$ cat src/rtl/mfp_uart_transmitter_pkg.sv
// Shared definitions for the mfp UART transmitter.
// Holds the FSM state encoding, the default line parameters and the
// baud divisor helper used by the top level.
package mfp_uart_transmitter_pkg;

   typedef enum logic [1:0] {
      ST_IDLE  = 2'd0,
      ST_START = 2'd1,
      ST_DATA  = 2'd2,
      ST_STOP  = 2'd3
   } tx_state_t;

   localparam int DEFAULT_CLK_FREQ  = 27_000_000;
   localparam int DEFAULT_BAUD_RATE = 115200;

   // Clock cycles per bit, rounded to nearest.
   function automatic int uart_div(input int clk_freq, input int baud_rate);
      return (clk_freq + baud_rate / 2) / baud_rate;
   endfunction

endpackage

$ cat src/rtl/mfp_uart_transmitter_fifo.sv
// mfp_uart_tx_fifo: single-clock synchronous FIFO, first-word fall-through.
// Ports:
//   clk, reset        rising-edge clock, synchronous active-high reset
//   push, push_data   write strobe and data; ignored while full
//   pop               read strobe; ignored while empty
//   pop_data          head entry, valid whenever empty=0
//   full, empty       occupancy flags, derived from the registered count
module mfp_uart_tx_fifo #(
   parameter int WIDTH      = 8,
   parameter int DEPTH_LOG2 = 4
) (
   input  logic             clk,
   input  logic             reset,
   input  logic             push,
   input  logic [WIDTH-1:0] push_data,
   input  logic             pop,
   output logic [WIDTH-1:0] pop_data,
   output logic             full,
   output logic             empty
);

   localparam int DEPTH = 1 << DEPTH_LOG2;

   logic [WIDTH-1:0]      mem [DEPTH];
   logic [DEPTH_LOG2-1:0] wr_ptr;
   logic [DEPTH_LOG2-1:0] rd_ptr;
   // One bit wider than the pointers so full and empty are distinct.
   logic [DEPTH_LOG2:0]   count;
   logic                  do_push;
   logic                  do_pop;

   assign full     = count[DEPTH_LOG2];
   assign empty    = (count == '0);
   assign do_push  = push & ~full;
   assign do_pop   = pop & ~empty;
   assign pop_data = mem[rd_ptr];

   always_ff @(posedge clk) begin
      if (do_push) mem[wr_ptr] <= push_data;
   end

   always_ff @(posedge clk) begin
      if (reset) begin
         wr_ptr <= '0;
         rd_ptr <= '0;
         count  <= '0;
      end else begin
         if (do_push) wr_ptr <= wr_ptr + 1'b1;
         if (do_pop)  rd_ptr <= rd_ptr + 1'b1;
         case ({do_push, do_pop})
            2'b10:   count <= count + 1'b1;
            2'b01:   count <= count - 1'b1;
            default: count <= count;
         endcase
      end
   end

endmodule

$ cat src/rtl/mfp_uart_transmitter.sv
// mfp_uart_transmitter: 8N1 UART transmitter with a byte FIFO.
// Ports:
//   clk, reset   rising-edge clock, synchronous active-high reset
//   wr_en        single-cycle write strobe; wr_data is the byte to send
//   full         FIFO holds 2^FIFO_DEPTH_LOG2 entries
//   busy         FIFO non-empty or a frame in progress (registered)
//   overflow     one-cycle pulse, the cycle after a write was dropped
//   tx           serial line, idles high, driven from a flop
module mfp_uart_transmitter
   import mfp_uart_transmitter_pkg::*;
#(
   parameter int CLK_FREQ        = DEFAULT_CLK_FREQ,
   parameter int BAUD_RATE       = DEFAULT_BAUD_RATE,
   parameter int FIFO_DEPTH_LOG2 = 4
) (
   input  logic       clk,
   input  logic       reset,
   input  logic       wr_en,
   input  logic [7:0] wr_data,
   output logic       full,
   output logic       busy,
   output logic       overflow,
   output logic       tx
);

   localparam int DIV = uart_div(CLK_FREQ, BAUD_RATE);
   localparam int BCW = (DIV < 2) ? 1 : $clog2(DIV);
   localparam logic [BCW-1:0] BAUD_LAST = BCW'(DIV - 1);

   if (DIV < 2) begin : g_bad_div
      $error("mfp_uart_transmitter: baud divisor must be at least 2");
   end

   tx_state_t      state, state_n;
   logic [BCW-1:0] baud_cnt, baud_n;
   logic [2:0]     bit_cnt, bit_n;
   logic [7:0]     shreg, shreg_n;
   logic           tx_n;
   logic           pop;
   logic           empty;
   logic [7:0]     head;
   logic           baud_last;

   mfp_uart_tx_fifo #(
      .WIDTH      (8),
      .DEPTH_LOG2 (FIFO_DEPTH_LOG2)
   ) u_fifo (
      .clk       (clk),
      .reset     (reset),
      .push      (wr_en),
      .push_data (wr_data),
      .pop       (pop),
      .pop_data  (head),
      .full      (full),
      .empty     (empty)
   );

   assign baud_last = (baud_cnt == BAUD_LAST);

   always_ff @(posedge clk) begin
      if (reset) begin
         state    <= ST_IDLE;
         baud_cnt <= '0;
         bit_cnt  <= '0;
         shreg    <= '0;
         tx       <= 1'b1;
         busy     <= 1'b0;
         overflow <= 1'b0;
      end else begin
         state    <= state_n;
         baud_cnt <= baud_n;
         bit_cnt  <= bit_n;
         shreg    <= shreg_n;
         // Line level follows the current state one cycle later, so the
         // whole frame is shifted uniformly and tx has no input path.
         tx       <= tx_n;
         busy     <= ~empty | (state != ST_IDLE);
         // full is the pre-pop state, so a write colliding with a pop
         // while full is still dropped.
         overflow <= wr_en & full;
      end
   end

   always_comb begin
      state_n = state;
      baud_n  = baud_cnt;
      bit_n   = bit_cnt;
      shreg_n = shreg;
      pop     = 1'b0;
      tx_n    = 1'b1;
      case (state)
         ST_IDLE: begin
            if (!empty) begin
               pop     = 1'b1;
               shreg_n = head;
               baud_n  = '0;
               state_n = ST_START;
            end
         end
         ST_START: begin
            tx_n = 1'b0;
            if (baud_last) begin
               baud_n  = '0;
               bit_n   = '0;
               state_n = ST_DATA;
            end else begin
               baud_n = baud_cnt + 1'b1;
            end
         end
         ST_DATA: begin
            tx_n = shreg[0];
            if (baud_last) begin
               baud_n  = '0;
               shreg_n = {1'b0, shreg[7:1]};
               if (bit_cnt == 3'd7) state_n = ST_STOP;
               else                 bit_n   = bit_cnt + 1'b1;
            end else begin
               baud_n = baud_cnt + 1'b1;
            end
         end
         ST_STOP: begin
            tx_n = 1'b1;
            if (baud_last) begin
               baud_n = '0;
               // Chain straight into the next frame when data is waiting.
               if (!empty) begin
                  pop     = 1'b1;
                  shreg_n = head;
                  state_n = ST_START;
               end else begin
                  state_n = ST_IDLE;
               end
            end else begin
               baud_n = baud_cnt + 1'b1;
            end
         end
         default: state_n = ST_IDLE;
      endcase
   end

endmodule
$ cat config.mk
export PLATFORM = sky130hd
export DESIGN_NAME = mfp_uart_transmitter
export DESIGN_NICKNAME = d
export VERILOG_FILES = /design/src/rtl/mfp_uart_transmitter_pkg.sv /design/src/rtl/mfp_uart_transmitter_fifo.sv /design/src/rtl/mfp_uart_transmitter.sv
export SDC_FILE = /design/constraint.sdc
export NUM_CORES = 1
export LEC_CHECK = 0
export BUFFER_PORTS_ARGS = -buffer_cell sky130_fd_sc_hd__buf_2
export CORE_ASPECT_RATIO = 1.75
export CORE_MARGIN = 10
export CORE_UTILIZATION = 30
export DETAILED_ROUTE_END_ITERATION = 8
export PLACE_DENSITY = 0.42
export SLEW_MARGIN = 20
export SYNTH_ARGS = -nofsm -noshare
export SYNTH_HDL_FRONTEND = slang
export SYNTH_SLANG_ARGS = --single-unit
$ cat constraint.sdc
create_clock -name clk -period 5.7 [get_ports clk]
set_clock_uncertainty 0.1 [all_clocks]
set_input_delay 1.14 -clock clk [delete_from_list [all_inputs] [get_ports clk]]
set_output_delay 1.14 -clock clk [all_outputs]
set_load 0.02 [all_outputs]
# Yosys cells after proc, flatten, opt, wreduce, memory -nomap -nowiden
# Memories as Yosys holds them, arrays and structs flattened. A register that Yosys moved wholly into a read port is not among the register bits.
# Cells that the tools add are included.
# op_classes
n_addsub	6
eq_ne	13
n_mux	27
bitwise	6
n_reduce_logical	10
# op_table
op	count
2-to-1 mux 8 bit	5
one-hot mux 8 bit (3 select lines)	1
one-hot mux 8 bit (2 select lines)	1
!= test 2 bit, second input constant	6
2-to-1 mux 2 bit	5
one-hot mux 5 bit (2 select lines)	1
2-to-1 mux 3 bit	3
adder 4 x 1 -> 4 bit, second input constant	2
adder 8 x 1 -> 8 bit, second input constant	1
== test 8 bit, second input constant	1
2-to-1 mux 4 bit	2
one-hot mux 2 bit (4 select lines)	1
== test 2 bit, second input constant	3
one-hot mux 3 bit (2 select lines)	1
nonzero test 2 bit	3
adder 5 x 1 -> 5 bit, second input constant	1
zero test 5 bit	1
2-to-1 mux 1 bit	5
AND reduction 5 bit	1
subtractor 5 x 1 -> 5 bit, second input constant	1
== test 2 x 1 -> 1 bit, second input constant	2
one-hot mux 1 bit (2 select lines)	2
AND reduction 4 bit	1
adder 3 x 1 -> 3 bit, second input constant	1
other kinds (8)	11
# totals
ff_bits	37
mem_bits_rw	128
in_bits	11
output_inout_bits	4
elab_cells	73
mem_count	1
# memory_table
memory	words	word_bits	rd	rd_ports_with_merged_regs	wr	line	text
u_fifo.mem	16	8	1	1	1	mfp_uart_transmitter_fifo.sv:24	logic [WIDTH-1:0] mem [DEPTH];

# Depth between registers and ports, before layout
# Gate-level depths: netlist of the first run.
# logic_depth
ltp_word	7
depth_mapped	14
mapped_depth_nobuf	13

# Modules after synthesis
# A second synthesis of the first run with hierarchy kept.
# hier_totals
cells_unflattened	437
hier_area_um2	7063.0
# modules_own_cells
module	instances	cells_each	area_each_um2	seq_area_each_um2
mfp_uart_tx_fifo	1	293	5730.5	4184.0
mfp_uart_transmitter	1	144	1332.5	480.5

# Worst setup path after synthesis of the first run
# Ideal clock, no wire load.
# synth_path
kind	input port to flip-flop
start	input port wr_en
end	register u_fifo.count[4]
arrival_ns	3.356
slack_ns	2.123
cell_stages	12
path_cell_list	nor2b_1 > clkbuf_1 > inv_1 > ha_1 > clkbuf_1 > xor2_1 > ha_1 > o21a_1 > o22a_1 > a21oi_1 > mux2i_1 > mux2_2
# synth_via
elab_chain_len	3
# synth_lines
item	line	text
start: declaration	mfp_uart_transmitter.sv:18	input logic wr_en,
bitwise AND 1 bit *	mfp_uart_transmitter_fifo.sv:34	assign do_push = push & ~full;
== test 2 x 1 -> 1 bit or == test 2 bit (tied branches)	mfp_uart_transmitter_fifo.sv:50	case ({do_push, do_pop})
one-hot mux 5 bit (2 select lines) or nonzero test 2 bit (tied branches)	-	
end signal: assignment	mfp_uart_transmitter_fifo.sv:51	2'b10: count <= count + 1'b1;
end signal: assignment	mfp_uart_transmitter_fifo.sv:52	2'b01: count <= count - 1'b1;
end signal: assignment	mfp_uart_transmitter_fifo.sv:53	default: count <= count;
end: declaration	mfp_uart_transmitter_fifo.sv:28	logic [DEPTH_LOG2:0] count;
# Every way passes the cells marked *; elsewhere a longest branch is shown, timed or not.
# A chain may end at the register's enable or synchronous reset.

# Worst setup path after layout of the first run
# layout_path
start	register baud_cnt[3]
end	register u_fifo.count[4]
# layout_via
elab_chain_len	6
# layout_lines
item	line	text
start: declaration	mfp_uart_transmitter.sv:35	logic [BCW-1:0] baud_cnt, baud_n;
start signal: assignment	mfp_uart_transmitter.sv:71	baud_cnt <= baud_n;
== test 8 bit *	mfp_uart_transmitter.sv:58	assign baud_last = (baud_cnt == BAUD_LAST);
2-to-1 mux 1 bit *	mfp_uart_transmitter.sv:123	if (baud_last) begin
one-hot mux 1 bit (2 select lines) *	mfp_uart_transmitter.sv:91	case (state)
bitwise AND 1 bit *	mfp_uart_transmitter_fifo.sv:35	assign do_pop = pop & ~empty;
== test 2 x 1 -> 1 bit or == test 2 bit (tied branches)	mfp_uart_transmitter_fifo.sv:50	
one-hot mux 5 bit (2 select lines) or nonzero test 2 bit (tied branches)	-	
# Marks and branches as above.

==> results of run 1 <==
sequential cells by signal, indices dropped and copies added (netlist names), named ones only:
name,flops
u_fifo.mem,128
baud_cnt,8
shreg,8
u_fifo.count,5
u_fifo.rd_ptr,4
u_fifo.wr_ptr,4
bit_cnt,3
state,2
busy,1
overflow,1
tx,1
per-stage QoR:
stage	area (um^2)	hold slack (ps)	std cells
global route	7999	383.9	774
CTS	7999	359.3	774
finish	7999	356.4	774
global placement	7448	346.5	742
detailed placement	7448	350.3	742
floorplan	7128	335.6	441
final timing paths:
check	start	to	slack [ps]	depth (start not counted)
max	baud_cnt[3]	u_fifo.count[4]	2160	11
min	bit_cnt[2]	bit_cnt[2]	360	2
max reg2reg	baud_cnt[3]	u_fifo.count[4]	2160	11
min reg2reg	bit_cnt[2]	bit_cnt[2]	360	2
final cells by class:
| cell class | count | area [um^2] |
|---|---|---|
| clock buffer | 18 | 429.2 |
| clock inverter | 14 | 121.4 |
| fill | 2269 | 15430 |
| inverter | 11 | 41.29 |
| multi-input combinational | 242 | 2276 |
| sequential | 169 | 4666 |
| tap | 304 | 380.4 |
| timing repair buffer | 16 | 85.08 |
critical path, cell delays in order, from the launching register on:
cell,delay [ps]
dfxtp_1,370
or3b_1,440
o31a_1,360
nor3_2,350
ha_1,380
xor2_1,110
ha_1,220
o21a_1,170
o22a_1,190
a21oi_1,180
mux2i_1,220
mux2_2,340
synthesized netlist by cell type (2+ instances only):
cell type  count  share of area
edfxtp_1     128           0.54
dfxtp_1       41           0.12
nor2_1        39          0.021
mux4_2        23          0.073
ha_1          18          0.032
a21oi_1       17          0.012
and2_1        16          0.014
nand2_1       16         0.0084
mux4_1        15          0.055
mux2i_1       11          0.015
inv_1         10         0.0053
clkbuf_1       9         0.0047
o21ai_0        9         0.0063
mux2_2         6         0.0095
nand3b_1       6         0.0063
nand4_1        5         0.0044
nor2b_1        5         0.0044
nor3_1         5         0.0035
xor2_1         5         0.0061
xnor2_1        4         0.0049
a21boi_0       3         0.0032
and3_1         3         0.0026
clkbuf_8       3         0.0058
nand3_1        3         0.0021
o22ai_1        3         0.0026
or4_1          3         0.0032
a311oi_1       2         0.0025
buf_2          2         0.0014
buf_4          2         0.0021
nor3_2         2         0.0028
o41ai_1        2         0.0025
or3_1          2         0.0018
or3b_2         2         0.0025
cells in the final DEF, fill, tap and decap left out, drive strengths merged, types with 16 or more instances in the layout:
master and n:
mux4 38, buf 16, ha 18, edfxtp 128, nand2 16, and2 16
clkbuf 18, nor2 40, dfxtp 41, a21oi 17
cells by family (layout without fill, tap and decap cells):
group	Yosys count	count (layout)	share of synthesized area
flip-flops	169	169	0.6544
AND/OR/NAND/NOR	113	113	0.08268
multiplexers	55	55	0.1529
AO/OA/AOI/OAI	47	47	0.04108
buffers and inverters	30	59	0.02633
adder cells (fa/ha/maj)	18	18	0.03160
XOR/XNOR	9	9	0.01106
layer usage:
layer / up-vias / part of all wire / wire (um)
li1: 1753 / - / -
met5: - / 0 / 0
met2: 46 / 0.57 / 8698
met4: 0 / 0.021 / 320
met3: 17 / 0.027 / 414
met1: 1877 / 0.38 / 5813
power by group through the flow:
| stage | sequential [W] | combinational (W) | clock, W |
|---|---|---|---|
| final | 0.00148 | 0.000919 | 0.00109 |
| after global routing | 0.00149 | 0.00104 | 0.00118 |
| after CTS | 0.00148 | 0.000943 | 0.00113 |
| after detailed placement | 0.00150 | 0.000936 | 0 |
| after global placement | 0.00150 | 0.000923 | 0 |
| after floorplan | 0.00150 | 0.000719 | 0 |
==> results.toml, run 1 <==
[global_routing]
grt_use_met3 = 0.02824
grt_first_pass_wirelength_um = 23920
grt_use_met1 = 0.1097
grt_max_degree = 42
top_usage_layer = "met2"
antenna_found_initial = 0
grt_usage = 0.1070
overflow = 0
grt_pass1_vias = 3973
met2_usage = 0.1965

[floorplan]
start_util = 0.3043
die_w_um = 136.5
die_y_um = 223.9
die-area_um2 = 30570
ios = 15
design.core.area_um2 = 23430
rows = 74

[synthesis]
ys_warn_count = 0
ys_ff_latch = 169
async_reset_ff_frac = 0
synth-main-ff-cell = "edfxtp_1"
ys_seq_area_frac = 0.6544
syn-instance-count = 441
synth.distinct_cells = 54
synth_edf_count = 128
syn_area_per_cell_um2 = 16.16
syn_nets = 470
syn_area_um2 = 7128

[clocking]
path_clk_slew_ps = 60
cts.htree.levels = 4
insertion_delay_ps = 440
ctsLongestPathBuffers = 2
cts_buffers = 17
post_cts_buffers = 0
cts.sinks = 169
cts_tree = "yes"
ctsHoldBuffers = 0
root_buffer = "clkbuf_16"
cts_resized = 0

[worst_hold_path]
min_path_type = "reg -> reg"

[timing]
worstMarginPinSlew_ps = 1001
hold_violations = 0
fin_crit_ps = 3544
max_freq_mhz = 282.2
setup_violations = 0
rsz0062_at_grt = "false"
fin_ws_ps = 2156
tns_ps = 0
slew_headroom = 0.3310
timing.final.crit_share = 0.6217
drv_slew = 0

[cells_and_area]
n_antenna_cell = 0
final_core_util = 0.3415
drive_gt1_frac = 0.1745
nNetsFinal = 486
area_growth_pct = 12.22

[routing]
avgRoutedWirePerCell_um = 19.70
first_iter_violations = 239
drcViolationCount = 0
wirelength_um = 15250
vias = 3693
dr.pass1.iters = 4
vias_per_cell = 4.771
drtAntennaViolNets = 0

[power]
clkPwrFrac = 0.312
power_frac_seq = 0.424
power_density_nw_per_um2 = 435.1
p_leak_nw = 2.683
fin_total_pwr_w = 0.003480
p_int_w = 0.002418
power_frac_comb = 0.264
switchingPower_w = 0.001062
vdd_drop_max_mv = 0.2122
p_sw_frac = 0.3052

[run_status]
status = "complete, no violations"

[job]
cap_violations = 0

[placed_design]
pre_cts_slack_ps = 1830
gp_congestion = 0.7224
io_buffers = 14
hpwl_um = 10260

[worst_setup_path]
crit_type = "reg -> reg"
worst_ep_required_time_ps = 5920
start_kind = "register"
crit_fanout = 8
cp-end-kind = "register"
cp_data_arrival_time_ps = 3760
(Power assumes the default switching activity.)
==> run 2, diff against run 1 <==
--- a/config.mk
+++ b/config.mk
@@ -5,6 +5,7 @@
 export SDC_FILE = /design/constraint.sdc
 export NUM_CORES = 1
 export LEC_CHECK = 0
+export ABC_AREA = 1
 export BUFFER_PORTS_ARGS = -buffer_cell sky130_fd_sc_hd__buf_2
 export CORE_ASPECT_RATIO = 1.75
 export CORE_MARGIN = 10
==> constraint.sdc (replaced) <==
create_clock -name clk -period 3.5 [get_ports clk]
set_clock_uncertainty 0.1 [all_clocks]
set_input_delay 0.7 -clock clk [delete_from_list [all_inputs] [get_ports clk]]
set_output_delay 0.7 -clock clk [all_outputs]
set_load 0.02 [all_outputs]
==> run 2 against run 1 <==
Hold slack gained 9.4 ps. Die area grew 4.9%. Clock-buffer cell count grew 3. Sequential share of layout area shrank 3.5 points. Global-route usage grew 1.3 points. Largest cell class unchanged.
==> results.toml, run 2 <==
[global_routing]
grt_use_met1 = 0.1217
antenna_found_initial = 0
met2_usage = 0.2245
top_usage_layer = "met2"
grt_first_pass_wirelength_um = 29730
grt_pass1_vias = 5385
overflow = 0
grt_usage = 0.1196
grt_use_met3 = 0.02921
grt_max_degree = 68

[routing]
dr.pass1.iters = 5
drcViolationCount = 0
drtAntennaViolNets = 0
wirelength_um = 18710
first_iter_violations = 435
vias = 5187
vias_per_cell = 4.602
avgRoutedWirePerCell_um = 16.60

[synthesis]
syn_area_um2 = 7526
synthAdderAreaFrac = 0.02993
syn_nets = 808
synth-simple-area-share = 0.2233
ys_ff_latch = 169
synth_edf_count = 128
netlist.area_leader.share = 0.5107
synth-main-ff-cell = "edfxtp_1"
ys_seq_area_frac = 0.6198
yosysMostFrequentCell = "nand2_1"
ys_warn_count = 0
synth.distinct_cells = 36
yosysTopAreaCell = "edfxtp_1"
syn_area_per_cell_um2 = 9.661
synth_top_family_by_area = "simple AND/OR/NAND/NOR gates"
synth_area_leaders = "edfxtp_1 51%, nand2_1 11%, dfxtp_1 11%"
async_reset_ff_frac = 0
syn-instance-count = 779
synth_commonest_cells = "223 x nand2_1, 128 x edfxtp_1, 94 x nand3_1, 92 x inv_1, 64 x nor2_1"
synthXorXnorAreaFrac = 0.01047
synth_compound_area_frac = 0.04522
synthMuxAreaShare = 0

[floorplan]
die_y_um = 229.5
ios = 15
rows = 76
start_util = 0.3044
design.core.area_um2 = 24720
die_w_um = 139.7
die-area_um2 = 32070

[worst_hold_path]
min-delay-start = "shreg[1]"
min_path_type = "reg -> reg"
min_path_cells = 2
worstHoldEndpoint = "shreg[1]"

[power]
clkPwrFrac = 0.313
power_frac_comb = 0.268
switchingPower_w = 0.001899
p_int_w = 0.003816
power_frac_seq = 0.419
power_density_nw_per_um2 = 671.8
p_sw_frac = 0.3322
p_leak_nw = 3.473
vdd_drop_max_mv = 0.2983

[clocking]
path_clk_slew_ps = 60
cts_buffers = 17
cts_resized = 0
cts_tree = "yes"
root_buffer = "clkbuf_16"
ctsHoldBuffers = 0
ctsLongestPathBuffers = 2
cts.htree.levels = 4
insertion_delay_ps = 430
post_cts_buffers = 0
cts.sinks = 169

[cells_and_area]
final_core_util = 0.3441
drive_gt1_frac = 0.09202
top_regs = "u_fifo.mem (128), baud_cnt (8), shreg (8)"
n_antenna_cell = 0
final_cell_mix = "223 x nand2_1, 128 x edfxtp_1, 94 x nand3_1"
top_register = "u_fifo.mem"
nNetsFinal = 831
largest_register_ffs = 128
layout_commonest_cell = "nand2_1"
area_growth_pct = 13.03

[worst_setup_path]
r2r_cells = 15
crit_slowest_cell = "dfxtp_1"
cp_data_arrival_time_ps = 3090
cp-end-kind = "register"
crit_type = "reg -> reg"
crit_chain = "inv_1, ha_1, inv_1, nand2_1, nand2_2, inv_2, ha_1, xor2_1, ha_1, a21o_1, nand3_1, nand2_1, xor2_1, nand2_1, a21oi_1"
start_kind = "register"
cpPeakStageDelay_ps = 440
rrSetupSlack_ps = 670
r2r-end = "u_fifo.count[4]"
crit_fanout = 6
r2r-start = "state[0]"
worst_ep_required_time_ps = 3760

[placed_design]
gp_congestion = 0.7730
hpwl_um = 12380
io_buffers = 14

[timing]
timing.final.crit_share = 0.8080
fin_crit_ps = 2828
rsz0062_at_grt = "false"
setup_violations = 0
hold_violations = 0
worstMarginPinSlew_ps = 866.4
tns_ps = 0
slew_headroom = 0.4202
max_freq_mhz = 353.6
drv_slew = 0

[run_status]
status = "complete, no violations"

[job]
cap_violations = 0
## run 2: changes by cell type after synthesis, moves of 7 or more
| cell | previous run | this run |
|---|---|---|
| mux2i_1 | 11 | 0 |
| inv_1 | 10 | 92 |
| and2_1 | 16 | 0 |
| o21ai_0 | 9 | 16 |
| a21oi_1 | 17 | 29 |
| mux4_2 | 23 | 0 |
| buf_2 | 2 | 15 |
| nand3_1 | 3 | 94 |
| mux4_1 | 15 | 0 |
| nor2_1 | 39 | 64 |
| nand2_1 | 16 | 223 |
## run 2: power by group through the flow
stage	Combinational, W	Sequential (W)	Clock (W)
floorplan	0.00115	0.00243	0
global placement	0.00152	0.00243	0
detailed placement	0.00155	0.00243	0
CTS	0.00155	0.00239	0.00184
global route	0.00175	0.00241	0.00193
finish	0.00153	0.00239	0.00179
## run 2: how the worst max path moves through the flow
stage | start | to | slack [ps] | cells past startpoint
4_1_cts | state[0] | u_fifo.count[4] | 710 | 15
3_5_place_dp | state[0] | u_fifo.count[4] | 740 | 15
6_report | state[0] | u_fifo.count[4] | 670 | 15
3_3_place_gp | state[0] | u_fifo.count[4] | 840 | 15
5_1_grt | state[0] | u_fifo.count[4] | 520 | 16
2_1_floorplan | state[0] | u_fifo.count[4] | 1080 | 15
## run 2: final cells by class
type	count	area (um^2)
clock inverter	11	105.1
fill	2548	16220
multi-input combinational	484	2325
inverter	96	360.3
timing repair buffer	34	220.2
tap	312	390.4
sequential	169	4666
clock buffer	21	440.4
## run 2: metrics by stage
stage	cells	setup WS (ps)	power [W]	hold slack (ps)	area (um^2)
2_1_floorplan	779	1078	0.003579	329.4	7526
3_3_place_gp	1095	843.6	0.003945	353.8	7961
3_5_place_dp	1095	741.2	0.003979	360.4	7961
4_1_cts	1127	714.0	0.005781	369.4	8507
5_1_grt	1127	516.9	0.006085	386.7	8507
6_report	1127	672.1	0.005715	365.7	8507
## run 2: cell families (layout without fill, tap and decap cells)
group | after synthesis | after routing
flip-flops | 169 | 169
buffers and inverters | 126 | 162
adder cells (fa/ha/maj) | 18 | 18
AO/OA/AOI/OAI | 60 | 60
AND/OR/NAND/NOR | 397 | 397
XOR/XNOR | 9 | 9
## run 2: critical path: cells and delay by family (launching register included)
family                     cells  cell delay (ps)
buffers and inverters          3              330
and+or+nand+nor                5              630
xor gates and xnor gates       2              370
DFF                            1              440
adders and majority gates      3              660
AOI/OAI and AO/OA              2              230
## run 2: per-layer routing
layer | part of all wire | wire length [um]
met3 | 0.033 | 610
met1 | 0.39 | 7218
met2 | 0.55 | 10340
met4 | 0.029 | 534
met5 | 0 | 0
==> run 3, diff against run 2 <==
==> constraint.sdc (replaced) <==
create_clock -name clk -period 2.94 [get_ports clk]
set_clock_uncertainty 0.1 [all_clocks]
set_input_delay 0.588 -clock clk [delete_from_list [all_inputs] [get_ports clk]]
set_output_delay 0.588 -clock clk [all_outputs]
set_load 0.02 [all_outputs]
==> run 3 against run 2 <==
Non-clock buffer count up 2. Routed wire length down 2.4%. Design area up 1.4%. Critical path depth up 1. Utilization up 0.48 points. Die area unchanged. Register-to-register slack worse by 380 ps. Worst setup slack worse by 380 ps. Cell count up 0.18%. Sequential power up 19%. Largest power group unchanged.
==> results.toml, run 3 (synthesis results as in run 2) <==
[run_status]
status = "complete, no violations"

[clocking]
insertion_delay_ps = 440
cts.htree.levels = 4
cts_tree = "yes"
path_clk_slew_ps = 60
root_buffer = "clkbuf_16"
ctsLongestPathBuffers = 2
cts_buffers = 17
cts.sinks = 169

[power]
switchingPower_w = 0.002240
clkPwrFrac = 0.329
vdd_drop_max_mv = 0.4073
power_frac_seq = 0.407
p_int_w = 0.004761
power_density_nw_per_um2 = 811.8
p_sw_frac = 0.3199
power_frac_comb = 0.264
p_leak_nw = 3.535

[worst_hold_path]
min_path_type = "in -> reg"
min-delay-start = "wr_en"

[floorplan]
rows = 76
design.core.area_um2 = 24720
die_w_um = 139.7
ios = 15
die_y_um = 229.5
die-area_um2 = 32070
start_util = 0.3044

[routing]
dr.pass1.iters = 5
drcViolationCount = 0
vias = 5196
vias_per_cell = 4.602
avgRoutedWirePerCell_um = 16.17
wirelength_um = 18260
drtAntennaViolNets = 0
first_iter_violations = 382

[global_routing]
grt_max_degree = 68
overflow = 0
grt_first_pass_wirelength_um = 29130
grt_pass1_vias = 5335
antenna_found_initial = 0
grt_usage = 0.1175

[worst_setup_path]
cp_data_arrival_time_ps = 2910
cp-end-kind = "register"
worst_ep_required_time_ps = 3210
crit_fanout = 6
crit_slowest_cell = "dfxtp_2"
crit_chain = "inv_1, ha_1, inv_1, o211ai_1, inv_1, nand2_2, inv_2, ha_2, xor2_2, ha_1, a21o_1, nand3_1, nand2_1, xor2_1, nand2_1, a21oi_1"
crit_top_cell = "inv_1"
startpoint = "state[0]"
start_kind = "register"
r2r-start = "state[0]"
crit_type = "reg -> reg"
cpPeakStageDelay_ps = 380

[timing]
drv_slew = 0
rsz0062_at_grt = "false"
max_freq_mhz = 377.6
timing.final.crit_share = 0.9007
slew_headroom = 0.5303
worstMarginPinSlew_ps = 703.8
setup_violations = 0
tns_ps = 0
hold_violations = 0
fin_crit_ps = 2648

[cells_and_area]
n_antenna_cell = 0
layout_commonest_cell = "nand2_1"
final_core_util = 0.3488
area_growth_pct = 14.60
drive_gt1_frac = 0.1053
top_regs = "u_fifo.mem (128), baud_cnt (8), shreg (8)"
nNetsFinal = 833
nFillCells = 2566
final_cell_area_um2 = 8625
largest_register_ffs = 128
top_register = "u_fifo.mem"
final_cell_mix = "222 x nand2_1, 128 x edfxtp_1, 94 x nand3_1"
stdcell_count = 1129

[placed_design]
io_buffers = 14
hpwl_um = 12250
dp.cells = 1097
dpl_cell_area_um2 = 8001
gp_congestion = 0.8146

[job]
cap_violations = 0
-- run 3: critical path: cells and delay by family, from the launching register on --
family	cells	cell delay, ps
xor gates and xnor gates	2	330
AOI/OAI and AO/OA	3	330
and+or+nand+nor	4	360
DFF	1	380
buffers and inverters	4	360
adders and majority gates	3	710
-- run 3: final cells by class --
class / instances / area, um^2 / share of cell area
clock buffer: 24 / 491.7 / 0.05701
clock inverter: 8 / 117.6 / 0.01364
inverter: 96 / 360.3 / 0.04178
multi-input combinational: 484 / 2337 / 0.2710
sequential: 169 / 4667 / 0.5411
tap: 312 / 390.4 / 0.04526
timing repair buffer: 36 / 260.3 / 0.03018
-- run 3: layer usage --
metal | track usage | up-vias | wire [um]
met2 | 0.2218 | 77 | 10300
met4 | 0.06412 | 0 | 533
met5 | 0 | - | 0
met3 | 0.02382 | 31 | 429
li1 | - | 2600 | -
met1 | 0.1154 | 2488 | 6995
-- run 3: worst paths after layout --
check | endpoint | slack, ps | cells after the start
worst min-delay path | overflow | 290 | 3
worst min register to register | shreg[1] | 370 | 2
worst max-delay path | u_fifo.count[4] | 290 | 16
worst max register to register | u_fifo.count[4] | 290 | 16
-- run 3: what timing repair did --
action	in CTS	in global routing
setup buffers	0	0
gates resized for setup	0	4
hold buffers	0	0
setup endpoints to repair	0	1
-- run 3: stage by stage --
stage	hold WS (ps)	setup slack, ps	total power [W]
4_1_cts	262.0	120.5	0.007099
6_report	286.7	291.8	0.007001
3_5_place_dp	357.3	156.2	0.004766
5_1_grt	301.4	32.85	0.007468
2_1_floorplan	329.4	518.3	0.004260
3_3_place_gp	353.6	297.0	0.004719
-- run 3: power groups by stage --
stage / Sequential, W / Clock (W) / Combinational (W)
2_1_floorplan: 0.00290 / 0 / 0.00136
3_3_place_gp: 0.00289 / 0 / 0.00183
3_5_place_dp: 0.00290 / 0 / 0.00187
4_1_cts: 0.00285 / 0.00238 / 0.00187
5_1_grt: 0.00287 / 0.00248 / 0.00212
6_report: 0.00285 / 0.00230 / 0.00185
